[src/rtl/period_meter_if.sv]
// period_meter_if: groups the measured signal, the start request and the
// measurement results of period_meter into one bundle.
//   I_SIG      slow asynchronous square wave to measure
//   start      one-shot measurement request
//   O_PERIOD   last rising-to-rising distance, in I_CLK cycles
//   O_HIGH     last rising-to-falling distance, in I_CLK cycles
//   O_VALID    one-cycle pulse, new results present
//   O_BUSY     measurement in progress
//   O_TIMEOUT  one-cycle pulse, measurement aborted
// master: the requester (drives I_SIG/start); slave: the meter itself.
interface period_meter_if #(
   parameter int CNT_W = 27
);
   logic             I_SIG;
   logic             start;
   logic [CNT_W-1:0] O_PERIOD;
   logic [CNT_W-1:0] O_HIGH;
   logic             O_VALID;
   logic             O_BUSY;
   logic             O_TIMEOUT;

   modport master (
      output I_SIG, start,
      input  O_PERIOD, O_HIGH, O_VALID, O_BUSY, O_TIMEOUT
   );

   modport slave (
      input  I_SIG, start,
      output O_PERIOD, O_HIGH, O_VALID, O_BUSY, O_TIMEOUT
   );
endinterface

[src/rtl/period_meter.sv]
// period_meter: one-shot measurement of the period and high time of a slow
// asynchronous square wave, counted in I_CLK cycles.
//   I_CLK  system clock, rising edge
//   rst_n  asynchronous active-low reset
//   bus    period_meter_if slave: I_SIG/start in, O_PERIOD/O_HIGH/O_VALID/
//          O_BUSY/O_TIMEOUT out (all outputs registered)
// Parameters: CNT_W counter/result width, MAX_COUNT timeout for any single
// wait (must fit in CNT_W bits).
module period_meter #(
   parameter int               CNT_W     = 27,
   parameter logic [CNT_W-1:0] MAX_COUNT = {CNT_W{1'b1}}
) (
   input logic           I_CLK,
   input logic           rst_n,
   period_meter_if.slave bus
);

   localparam logic [1:0] S_IDLE    = 2'd0;
   localparam logic [1:0] S_WAIT    = 2'd1;
   localparam logic [1:0] S_MEASURE = 2'd2;

   logic             sync1, sync2, dly;
   logic             rise, fall;
   logic [1:0]       state;
   logic [CNT_W-1:0] cnt;
   logic [CNT_W-1:0] high_cap;
   logic             high_seen;
   logic [CNT_W-1:0] period_q, high_q;
   logic             valid_q, busy_q, timeout_q;

   // Two-flop synchronizer plus one delay flop. Every edge sees the same
   // latency, so it drops out of all measured distances.
   always_ff @(posedge I_CLK or negedge rst_n) begin
      if (!rst_n) begin
         sync1 <= 1'b0;
         sync2 <= 1'b0;
         dly   <= 1'b0;
      end else begin
         sync1 <= bus.I_SIG;
         sync2 <= sync1;
         dly   <= sync2;
      end
   end

   assign rise = sync2 & ~dly;
   assign fall = ~sync2 & dly;

   always_ff @(posedge I_CLK or negedge rst_n) begin
      if (!rst_n) begin
         state     <= S_IDLE;
         cnt       <= '0;
         high_cap  <= '0;
         high_seen <= 1'b0;
         period_q  <= '0;
         high_q    <= '0;
         valid_q   <= 1'b0;
         busy_q    <= 1'b0;
         timeout_q <= 1'b0;
      end else begin
         valid_q   <= 1'b0;
         timeout_q <= 1'b0;
         case (state)
            S_IDLE: begin
               cnt <= '0;
               // Edges in the accepting cycle are ignored: IDLE never looks
               // at rise/fall.
               if (bus.start) begin
                  state  <= S_WAIT;
                  busy_q <= 1'b1;
               end
            end
            S_WAIT: begin
               if (rise) begin
                  state     <= S_MEASURE;
                  cnt       <= {{(CNT_W-1){1'b0}}, 1'b1};
                  high_seen <= 1'b0;
               end else if (cnt == MAX_COUNT) begin
                  state     <= S_IDLE;
                  busy_q    <= 1'b0;
                  timeout_q <= 1'b1;
                  cnt       <= '0;
               end else begin
                  cnt <= cnt + 1'b1;
               end
            end
            S_MEASURE: begin
               // cnt equals the distance from the opening rise, so it is
               // captured directly as the result.
               if (fall && !high_seen) begin
                  high_cap  <= cnt;
                  high_seen <= 1'b1;
               end
               // rise wins over timeout when both land on the same cycle
               if (rise) begin
                  state    <= S_IDLE;
                  busy_q   <= 1'b0;
                  period_q <= cnt;
                  high_q   <= high_cap;
                  valid_q  <= 1'b1;
                  cnt      <= '0;
               end else if (cnt == MAX_COUNT) begin
                  state     <= S_IDLE;
                  busy_q    <= 1'b0;
                  timeout_q <= 1'b1;
                  cnt       <= '0;
               end else begin
                  cnt <= cnt + 1'b1;
               end
            end
            default: begin
               state  <= S_IDLE;
               busy_q <= 1'b0;
               cnt    <= '0;
            end
         endcase
      end
   end

   assign bus.O_PERIOD  = period_q;
   assign bus.O_HIGH    = high_q;
   assign bus.O_VALID   = valid_q;
   assign bus.O_BUSY    = busy_q;
   assign bus.O_TIMEOUT = timeout_q;

endmodule

[src/flat_wrapper.sv]
// flat-port wrapper written by rule: the top's interface ports become plain ports
module period_meter_flat 
#(
   parameter int               CNT_W     = 27,
   parameter logic [CNT_W-1:0] MAX_COUNT = {CNT_W{1'b1}}
)
  (I_CLK, rst_n, bus_I_SIG, bus_start, bus_O_PERIOD, bus_O_HIGH, bus_O_VALID, bus_O_BUSY, bus_O_TIMEOUT);
  period_meter_if #(.CNT_W(CNT_W)) bus_i ();
  input logic I_CLK;
  input logic rst_n;
  input wire logic [$bits(bus_i.I_SIG)-1:0] bus_I_SIG;
  input wire logic [$bits(bus_i.start)-1:0] bus_start;
  output wire logic [$bits(bus_i.O_PERIOD)-1:0] bus_O_PERIOD;
  output wire logic [$bits(bus_i.O_HIGH)-1:0] bus_O_HIGH;
  output wire logic [$bits(bus_i.O_VALID)-1:0] bus_O_VALID;
  output wire logic [$bits(bus_i.O_BUSY)-1:0] bus_O_BUSY;
  output wire logic [$bits(bus_i.O_TIMEOUT)-1:0] bus_O_TIMEOUT;
  assign bus_i.I_SIG = bus_I_SIG;
  assign bus_i.start = bus_start;
  assign bus_O_PERIOD = bus_i.O_PERIOD;
  assign bus_O_HIGH = bus_i.O_HIGH;
  assign bus_O_VALID = bus_i.O_VALID;
  assign bus_O_BUSY = bus_i.O_BUSY;
  assign bus_O_TIMEOUT = bus_i.O_TIMEOUT;
  period_meter #(.CNT_W(CNT_W), .MAX_COUNT(MAX_COUNT)) u_core (.I_CLK(I_CLK), .rst_n(rst_n), .bus(bus_i));
endmodule
[config.mk]
export PLATFORM = sky130hd
export DESIGN_NAME = period_meter_flat
export DESIGN_NICKNAME = d
export VERILOG_FILES = /design/src/rtl/period_meter_if.sv /design/src/rtl/period_meter.sv /design/src/flat_wrapper.sv
export SDC_FILE = /design/constraint.sdc
export NUM_CORES = 1
export LEC_CHECK = 0
export ABC_AREA = 1
export CORE_MARGIN = 8
export CORE_UTILIZATION = 59
export CTS_CLUSTER_SIZE = 30
export DETAILED_ROUTE_END_ITERATION = 6
export MAX_ROUTING_LAYER = met4
export PLACE_DENSITY = 0.84
export SYNTH_ARGS = -nofsm -noshare
export SYNTH_HDL_FRONTEND = slang
export SYNTH_SLANG_ARGS = --single-unit
[constraint.sdc]
create_clock -name I_CLK -period 3.9 [get_ports I_CLK]
set_input_delay 0.585 -clock I_CLK [delete_from_list [all_inputs] [get_ports I_CLK]]
set_output_delay 0.585 -clock I_CLK [all_outputs]
set_load 0.1 [all_outputs]
# Word-level counts from Yosys, hierarchy flattened

Index checks and enable logic that the tools add are counted.

Flip-flop bits (word level): 117

Multiplexer cells: 22
Bitwise logic cells: 4
Equal/unequal tests: 7
Add/sub/neg operators: 1
Reductions and logical operators: 9

Operators with widths:

| operator              | count |
|---|---|
| $mux 27               | 3 |
| $pmux 27 s2           | 1 |
| $add 27x1->27 const B | 1 |
| $eq 27x27->1 const B  | 1 |
| $mux 1                | 11 |
| $mux 2                | 4 |
| $pmux 2 s3            | 1 |
| $reduce_and 2->1      | 3 |
| $ne 2x1->1 const B    | 2 |
| $ne 2x2->1 const B    | 2 |
| $pmux 1 s3            | 1 |
| $reduce_and 3->1      | 1 |
| $and 1x1->1           | 2 |
| $eq 2x1->1 const B    | 1 |
| $eq 2x2->1 const B    | 1 |
| $logic_not 2->1       | 1 |
| $not 1->1             | 2 |
| $pmux 1 s2            | 1 |
| $reduce_bool 2->1     | 1 |
| $reduce_or 2->1       | 1 |
| $logic_and 1x1->1     | 1 |
| $logic_not 1->1       | 1 |

# Depth between registers and ports, before layout

Gate-level depths: netlist (run 1).

Depth after elaboration: 5
Gate-level depth with buffers: 10
Mapped depth without buffers: 10

# Least setup slack after synthesis (run 1)

No wires, ideal clock.

Path type: register to register
Start: reg u_core.cnt[1]
End: reg u_core.cnt[11]
Path buffers: 2
Path slack: 2.354 ns
Cell stages (with the launch flop): 11
Data arrival time: 1.427 ns
Clock period less this slack: 1.546 ns
Cell sequence: dfrtp_1 -> ha_1 -> nand2_2 -> nor2_4 -> nand2_4 -> nor2_8 -> nand2_2 -> nand2_2 -> buf_6 -> buf_6 -> nor2_1

Longest elaborated chain between the ends: 4
Elaborated cells between the ends (all ways): 6
Classes of those cells: add/sub (1); eq/ne (1); mux (4)

Ends and longest elaborated chain:

| what                                                 | RTL line                                | source |
|---|---|---|
| start, declared                                      | period_meter.sv:25                      | `logic [CNT_W-1:0] cnt;` |
| start signal, assigned                               | period_meter.sv:75                      | `cnt <= {{(CNT_W-1){1'b0}}, 1'b1};` |
| start signal, assigned                               | period_meter.sv:83                      | `cnt <= cnt + 1'b1;` |
| start signal, assigned                               | period_meter.sv:107                     | `cnt <= cnt + 1'b1;` |
| $add 27x1->27 / $eq 27x27->1 (equally long branches) | --                                      |  |
| $mux 27 (*)                                          | period_meter.sv:77, period_meter.sv:101 |  |
| $mux 27 (on tied branches)                           | period_meter.sv:94, period_meter.sv:73  |  |
| $pmux 27 s2 (*)                                      | period_meter.sv:62                      | `case (state)` |

Every way passes the cells marked *; elsewhere a longest branch is shown, timed or not.
A chain may end at the register's enable or synchronous reset.

# Worst setup path in the final report (run 1)

Start: reg u_core.period_q[20], in the netlist u_core.bus.O_PERIOD[20]
End: out bus_O_PERIOD[20]

RTL lines:

| what                   | RTL line           | source |
|---|---|---|
| start, declared        | period_meter.sv:28 | `logic [CNT_W-1:0] period_q, high_q;` |
| start signal, assigned | period_meter.sv:97 | `period_q <= cnt;` |
| end, declared          | flat_wrapper.sv:13 | `output wire logic [$bits(bus_i.O_PERIOD)-1:0] bus_O_PERIOD;` |

No word-level cell between the ends.

==> metrics.md, run 1 <==
| Metric | Value |
|---|---|
| Peak VDD IR | roughly 0.5 mV |
| CP max FO | 2 |
| Max cap viols | 0 |
| Hold Crit Class | primary input to async pin |
| Crit Path Class | flop to primary output |
| Nets@finish | 660 |
| Leakage power | 2.91 nW |
| Max frequency | 378 MHz |
| Sequential area share after synthesis | 0.590 |
| Post-Synth Adder-Cell Area | 0.0126 |
| Unique masters post-synth | 24 |
| DIE WIDTH | 108 µm |
| Total global-route track usage | 0.230 |
| CTS tree | built |
| CP peak stage delay | 1.15 ns |
| Tightest Pin Transition | 1.12 ns |
| Number of enable flip-flop cells after synthesis | 0 |
| Largest family of logic cells by synthesized area | simple AND/OR/NAND/NOR gates |
| CTS Buf Count | 17 |
| Slew Limit Fails | 0 |
| Crit path cell chain | clkdlybuf4s50_1 |
| Required time worst endpoint | around 3.3 ns |
| Max clock buf depth | 2 |
| Residual DRC | 0 |
| Flops & latches, synth | about 120 |
| Most frequent cell after synthesis | nand2_1 |
| Routability cong. | 0.904 |
| Die height | 108 µm |
| Post-CTS Setup Bufs | 0 |
| Hold slack | 0.255 ns |
| Multi-input gate area | 1740 µm² |
| Unrepaired setup endpoints after global routing | no |
| DR vias | between 4000 and 5000 |
| Fin crit share | 0.678 |
| Pwr Total | ~3.4 mW |
| Endpoints failing setup | 0 |
| Pwr dens | 542 nW/µm² |
| Simple-gate share of the synthesized area | 0.254 |
| First-pass DRT Iterations | 5 |
| Top Ports | slightly above 60 |
| Status | finished clean |
| Grt ovf | 0 |
| FILL cells | about 530 |
| Largest net degree at the start of global routing | 90 |
| Hold_buf cts | 0 |
| Setup crit start kind | flop |
| Max Clock Skew | 0.00638 ns |
| Via/cell ratio | 5.40 |
| Max_slew headroom | 0.254 |
| Clk_lat worst skew | 0.51 ns |
| Post-synth top area cell | dfrtp_1 |
| DP HPWL | 8170 µm |
| Total Wirelength | ~12000 µm |
| DRT iter0 DRCs | 290 |
| Core footprint | 8180 µm² |
| Setup Total Neg Slack | 0 ns |
| Worst endpoint data arrival time | ~2.1 ns |
| Area delta synth->final | 25.6% |
| Fin. Hold Viols | 0 |
| Detail Route Antenna Nets | 0 |
| Cells taking the most area after synthesis | dfrtp_1, nand2_1, o21ai_0, nor2_1, inv_1 |
| Full die area | 11600 µm² |
| Fin crit period | about 2.6 ns |
| Most frequent cells after synthesis | nand2_1, dfrtp_1, nor2_1, o21ai_0, inv_1 |
| CTS sink count | 117 |
| H-tree level count | 4 |
| Post-synthesis compound-gate area fraction | 0.0724 |
| Kind of end point of the critical path | primary output |
| Starting Density | 0.607 |
| Post_cts resized | 0 |
| Initial antenna violation count | 0 |
| First-pass GRT wire length | 20400 µm |
| PortBufs | 60 |
| Row Count | 33 |
| Post-DP Area | 5640 µm² |
| Avg WL per Cell | 16.0 µm |
| Mapped cell area | just under 5000 µm² |
| Ant. Diodes | 0 |
| Synth Area in XOR/XNOR | 0.0106 |
| Synth top area share | 0.590 |
| Ys flop type | dfrtp_1 |
| Mux contribution to synthesized area | 0 |
| FF+latch area | about 3000 µm² |
| CP max-delay cell | clkdlybuf4s50_1 |
| Reg clk slew, reported paths | around 0.06 ns |
| CP bufs+invs | 1 |
| Vias in the first global route | 4058 |
| Synth Instances | 586 |
| Root Buffer | clkbuf_8 |
| Mean post-synth cell area | between 8 and 9 µm² |
| Mapped Nets | a little under 600 |
| Yosys warnings | 0 |
| Worst path depth | 1 |
| Asr flop ratio synth | 1.00 |
| Design Area, Final | a little over 6000 µm² |
| Share of cells above drive strength 1 | 0.0678 |
| Top Family by Delay on Critical Path | buffers and inverters |
| FF-to-FF path depth | 8 |
[area by class of cell]
class,instances,area share
well taps,105,0.0211
flip-flops and latches,117,0.470
clock inverters,14,0.0283
clock buffers,18,0.0671
multi-input cells,394,0.279
inverters,57,0.0343
repair buffers,64,0.101
[placed cells by master (no fill, tap or decap), types with 6 or more instances in the layout]
master | synthesis | final
a21oi_1 | 9 | 9
clkbuf_16 | 0 | 16
clkdlybuf4s50_1 | 0 | 59
dfrtp_1 | 117 | 117
inv_1 | 56 | 56
nand2_1 | 204 | 204
nand3_1 | 15 | 15
nor2_1 | 69 | 69
nor3_1 | 11 | 11
o21ai_0 | 60 | 60
xor2_1 | 6 | 6
[cells by family after synthesis]
logic type,Yosys count
buffers and inverters,75
adders and majority gates,5
DFF,117
and+or+nand+nor,312
AOI/OAI and AO/OA,71
xor gates and xnor gates,6
[flip-flops by register name (all words and copies together), names as in the netlist]
register / cells
u_core.high_seen: 1
u_core.cnt: 27
u_core.bus.O_HIGH: 27
u_core.dly: 1
u_core.bus.O_PERIOD: 27
u_core.sync1: 1
u_core.sync2: 1
u_core.high_cap: 27
u_core.bus.O_BUSY: 1
u_core.bus.O_VALID: 1
u_core.bus.O_TIMEOUT: 1
u_core.state: 2
[per-stage QoR]
step	utilization	worst slack [ns]	instances
after floorplan	-	2.35	586
after global placement	0.689	1.73	737
after detailed placement	0.689	1.58	737
after CTS	0.762	1.25	769
after global routing	0.762	1.22	769
final	0.762	1.25	769
[path summary, 6_finish.rpt]
check / from / endpoint / slack, ns
setup reg to reg: u_core.state[0] / u_core.bus.O_PERIOD[13] / 1.54
hold reg to reg: u_core.sync1 / u_core.sync2 / 0.36
hold / removal: rst_n / u_core.bus.O_PERIOD[8] / 0.26
setup / recovery: u_core.bus.O_PERIOD[20] / bus_O_PERIOD[20] / 1.25
min in group I_CLK: u_core.sync1 / u_core.sync2 / 0.36
max in group asynchronous: rst_n / u_core.bus.O_HIGH[7] / 2.83
[per-layer routing]
metal	GRT usage	share of wire	up-vias
met2	0.370	0.51	152
li1	-	-	1956
met1	0.284	0.41	2021
met3	0.0389	0.067	24
met4	0.0922	0.019	0
met5	-	0	-
[power by group]
group | internal, mW | leakage [nW] | switching (mW)
logic | 0.123 | 1.02 | 0.403
clock network | 0.978 | 0.274 | 0.577
registers | 1.26 | 1.62 | 0.0329
(Power assumes the default switching activity.)
==> inputs of run 2 (changes only) <==
CORE_UTILIZATION = 55   (was 59)
PLACE_DENSITY = 0.79   (was 0.84)
clock period = 2.51 ns   (was 3.9 ns; I/O delays follow)
==> metrics.md, run 2 (synthesized netlist as in run 1, its figures left out) <==
| Metric | Value |
|---|---|
| Clk_lat worst skew | 0.51 ns (about the same) |
| Vias in the first global route | 3939 (-2.9%) |
| Full die area | 12300 µm² (+6.2%) |
| Total Wirelength | 11700 µm (-4.9%) |
| DR vias | 4099 (-1.3%) |
| Largest net degree at the start of global routing | 100 (+11%) |
| Most frequent cells in the layout | nand2_1, dfrtp_1, nor2_1 |
| Core footprint | 8720 µm² (+6.7%) |
| Worst endpoint data arrival time | 2.36 ns (+0.30 ns) |
| Commonest non-fill, non-tap cell in the layout | nand2_1 |
| Status | complete, but fails checks |
| Failing checks | design-rule violations |
| Routability cong. | 0.963 (+6.6%) |
| Residual DRC | 10 (+10) |
| DIE WIDTH | 111 µm (+3.0%) |
| Setup WS post-layout | 0.543 ns (-0.712 ns) |
| H-tree level count | 4 (unchanged) |
| Peak VDD IR | 0.645 mV (+31%) |
| Initial antenna violation count | 0 (unchanged) |
| Ant. Diodes | 0 (unchanged) |
| Worst slack at placement | 0.614 ns (-0.962 ns) |
| DP HPWL | 7990 µm (-2.1%) |
| Die height | 111 µm (+3.0%) |
| Setup crit start kind | flop |
| Max_slew headroom | 0.636 (+0.382) |
| First-pass DRT Iterations | 7 (+2) |
| Max cap viols | 0 (unchanged) |
| Detail Route Antenna Nets | 0 (unchanged) |
| Endpoints failing setup | 0 (unchanged) |
| Grt ovf | 0 (unchanged) |
| DRT iter0 DRCs | 318 (+9.7%) |
| Total global-route track usage | 0.201 (-0.0291) |
| Avg WL per Cell | 15.2 µm (-5.5%) |
| Fin. Hold Viols | 0 (unchanged) |
| CP max FO | 14 (+12) |
| Row Count | 34 (+3.0%) |
| Unrepaired setup endpoints after global routing | no |
| First-pass GRT wire length | 19800 µm (-2.9%) |
| Max frequency | 508 MHz |
| FILL cells | 658 (+23%) |
| Area delta synth->final | 23.6% |
| Leakage power | 3.06 nW (+5.2%) |
| Crit Path Class | flop to flop |
| Kind of end point of the critical path | flop |
| Tightest Pin Transition | 0.543 ns (-0.574 ns) |
| Max Clock Skew | 0.00944 ns (+0.00306 ns) |
| Starting Density | 0.569 (-0.0380) |
| Fin crit period | approximately 2.0 ns |
| Fin crit share | 0.784 |
| Max clock buf depth | 2 (unchanged) |
| Reg clk slew, reported paths | 0.06 ns (about the same) |
| Post_cts resized | 0 (unchanged) |
| CTS sink count | 117 (unchanged) |
| CTS tree | built |
| Pwr dens | 852 nW/µm² (+57%) |
| PortBufs | 60 (unchanged) |
| Nets@finish | 662 (+0.30%) |
| CTS Buf Count | 17 (unchanged) |
| Slew Limit Fails | 0 (unchanged) |
| Via/cell ratio | 5.30 (-1.9%) |
| Required time worst endpoint | 2.90 ns (-0.41 ns) |
| Share of cells above drive strength 1 | 0.156 (+0.0884) |
| Root Buffer | clkbuf_8 |
| Hold Crit Class | primary input to async pin |
| Setup Total Neg Slack | 0 ns (unchanged) |
| Top Ports | 61 (unchanged) |
run 2: changes by cell type in the layout (fill, tap and decap cells not counted), sizes merged:
cell and change:
clkinv +6, clkbuf +1, clkinvlp -4, inv -3
buf +58, dlygate4sd3 +1, clkdlybuf4s50 -57
run 2: layout make-up:
class                   count  area [µm²]  area share
well taps                 108         135      0.0220
clock buffers              19         432      0.0704
inverters                  57         214      0.0349
repair buffers             66         528      0.0861
flip-flops and latches    117        2930       0.477
clock inverters            13         158      0.0257
multi-input cells         394        1740       0.283
run 2: worst max-delay path, cell delays in order, from the launching register on:
cell     delay, ns
dfrtp_1       0.38
ha_1          0.22
nand2_2       0.11
nor2_4        0.17
nand2_4       0.11
nor2_8        0.17
nand2_2       0.08
nand2_2       0.24
inv_1         0.21
nand2_1       0.11
nor2_1        0.04
run 2: metal layers:
metal / vias to the layer above / GRT usage / part of all wire / wire length [µm]
met5: - / - / 0 / 0
met1: 1994 / 0.261 / 0.45 / 5320
met3: 15 / 0.0498 / 0.054 / 628
met2: 130 / 0.298 / 0.48 / 5610
met4: 0 / 0.0766 / 0.016 / 182
li1: 1960 / - / - / -
run 2: final timing paths:
path	startpoint	end	slack, ns	cells past startpoint
setup reg to reg	u_core.cnt[1]	u_core.cnt[18]	0.54	10
min in group I_CLK	bus_I_SIG	u_core.sync1	0.31	1
setup / recovery	u_core.cnt[1]	u_core.cnt[18]	0.54	10
hold reg to reg	u_core.sync1	u_core.sync2	0.35	0
hold / removal	rst_n	u_core.sync1	0.29	2
max in group asynchronous	rst_n	u_core.high_cap[20]	1.43	3
run 2: power by group:
group / internal (mW) / switching, mW
sequential: 1.96 / 0.0540
clock: 1.53 / 0.854
combinational: 0.202 / 0.622
run 2: stage by stage:
stage          hold slack (ns)  instance area, µm²  instances  power, mW  utilization
2_1_floorplan           0.0809                4960        586       2.67            -
3_3_place_gp             0.269                5530        741       2.84        0.634
3_5_place_dp             0.273                5530        741       2.86        0.634
4_1_cts                  0.278                6130        774       5.24        0.703
5_1_grt                  0.299                6130        774       5.43        0.703
6_report                 0.293                6130        774       5.22        0.703
run 2: repair_timing:
item,4_1_cts,5_1_grt
endpoints found under the setup margin,0,0
hold buffers,1,0
hold endpoints to repair,18,0
buffers inserted,0,0
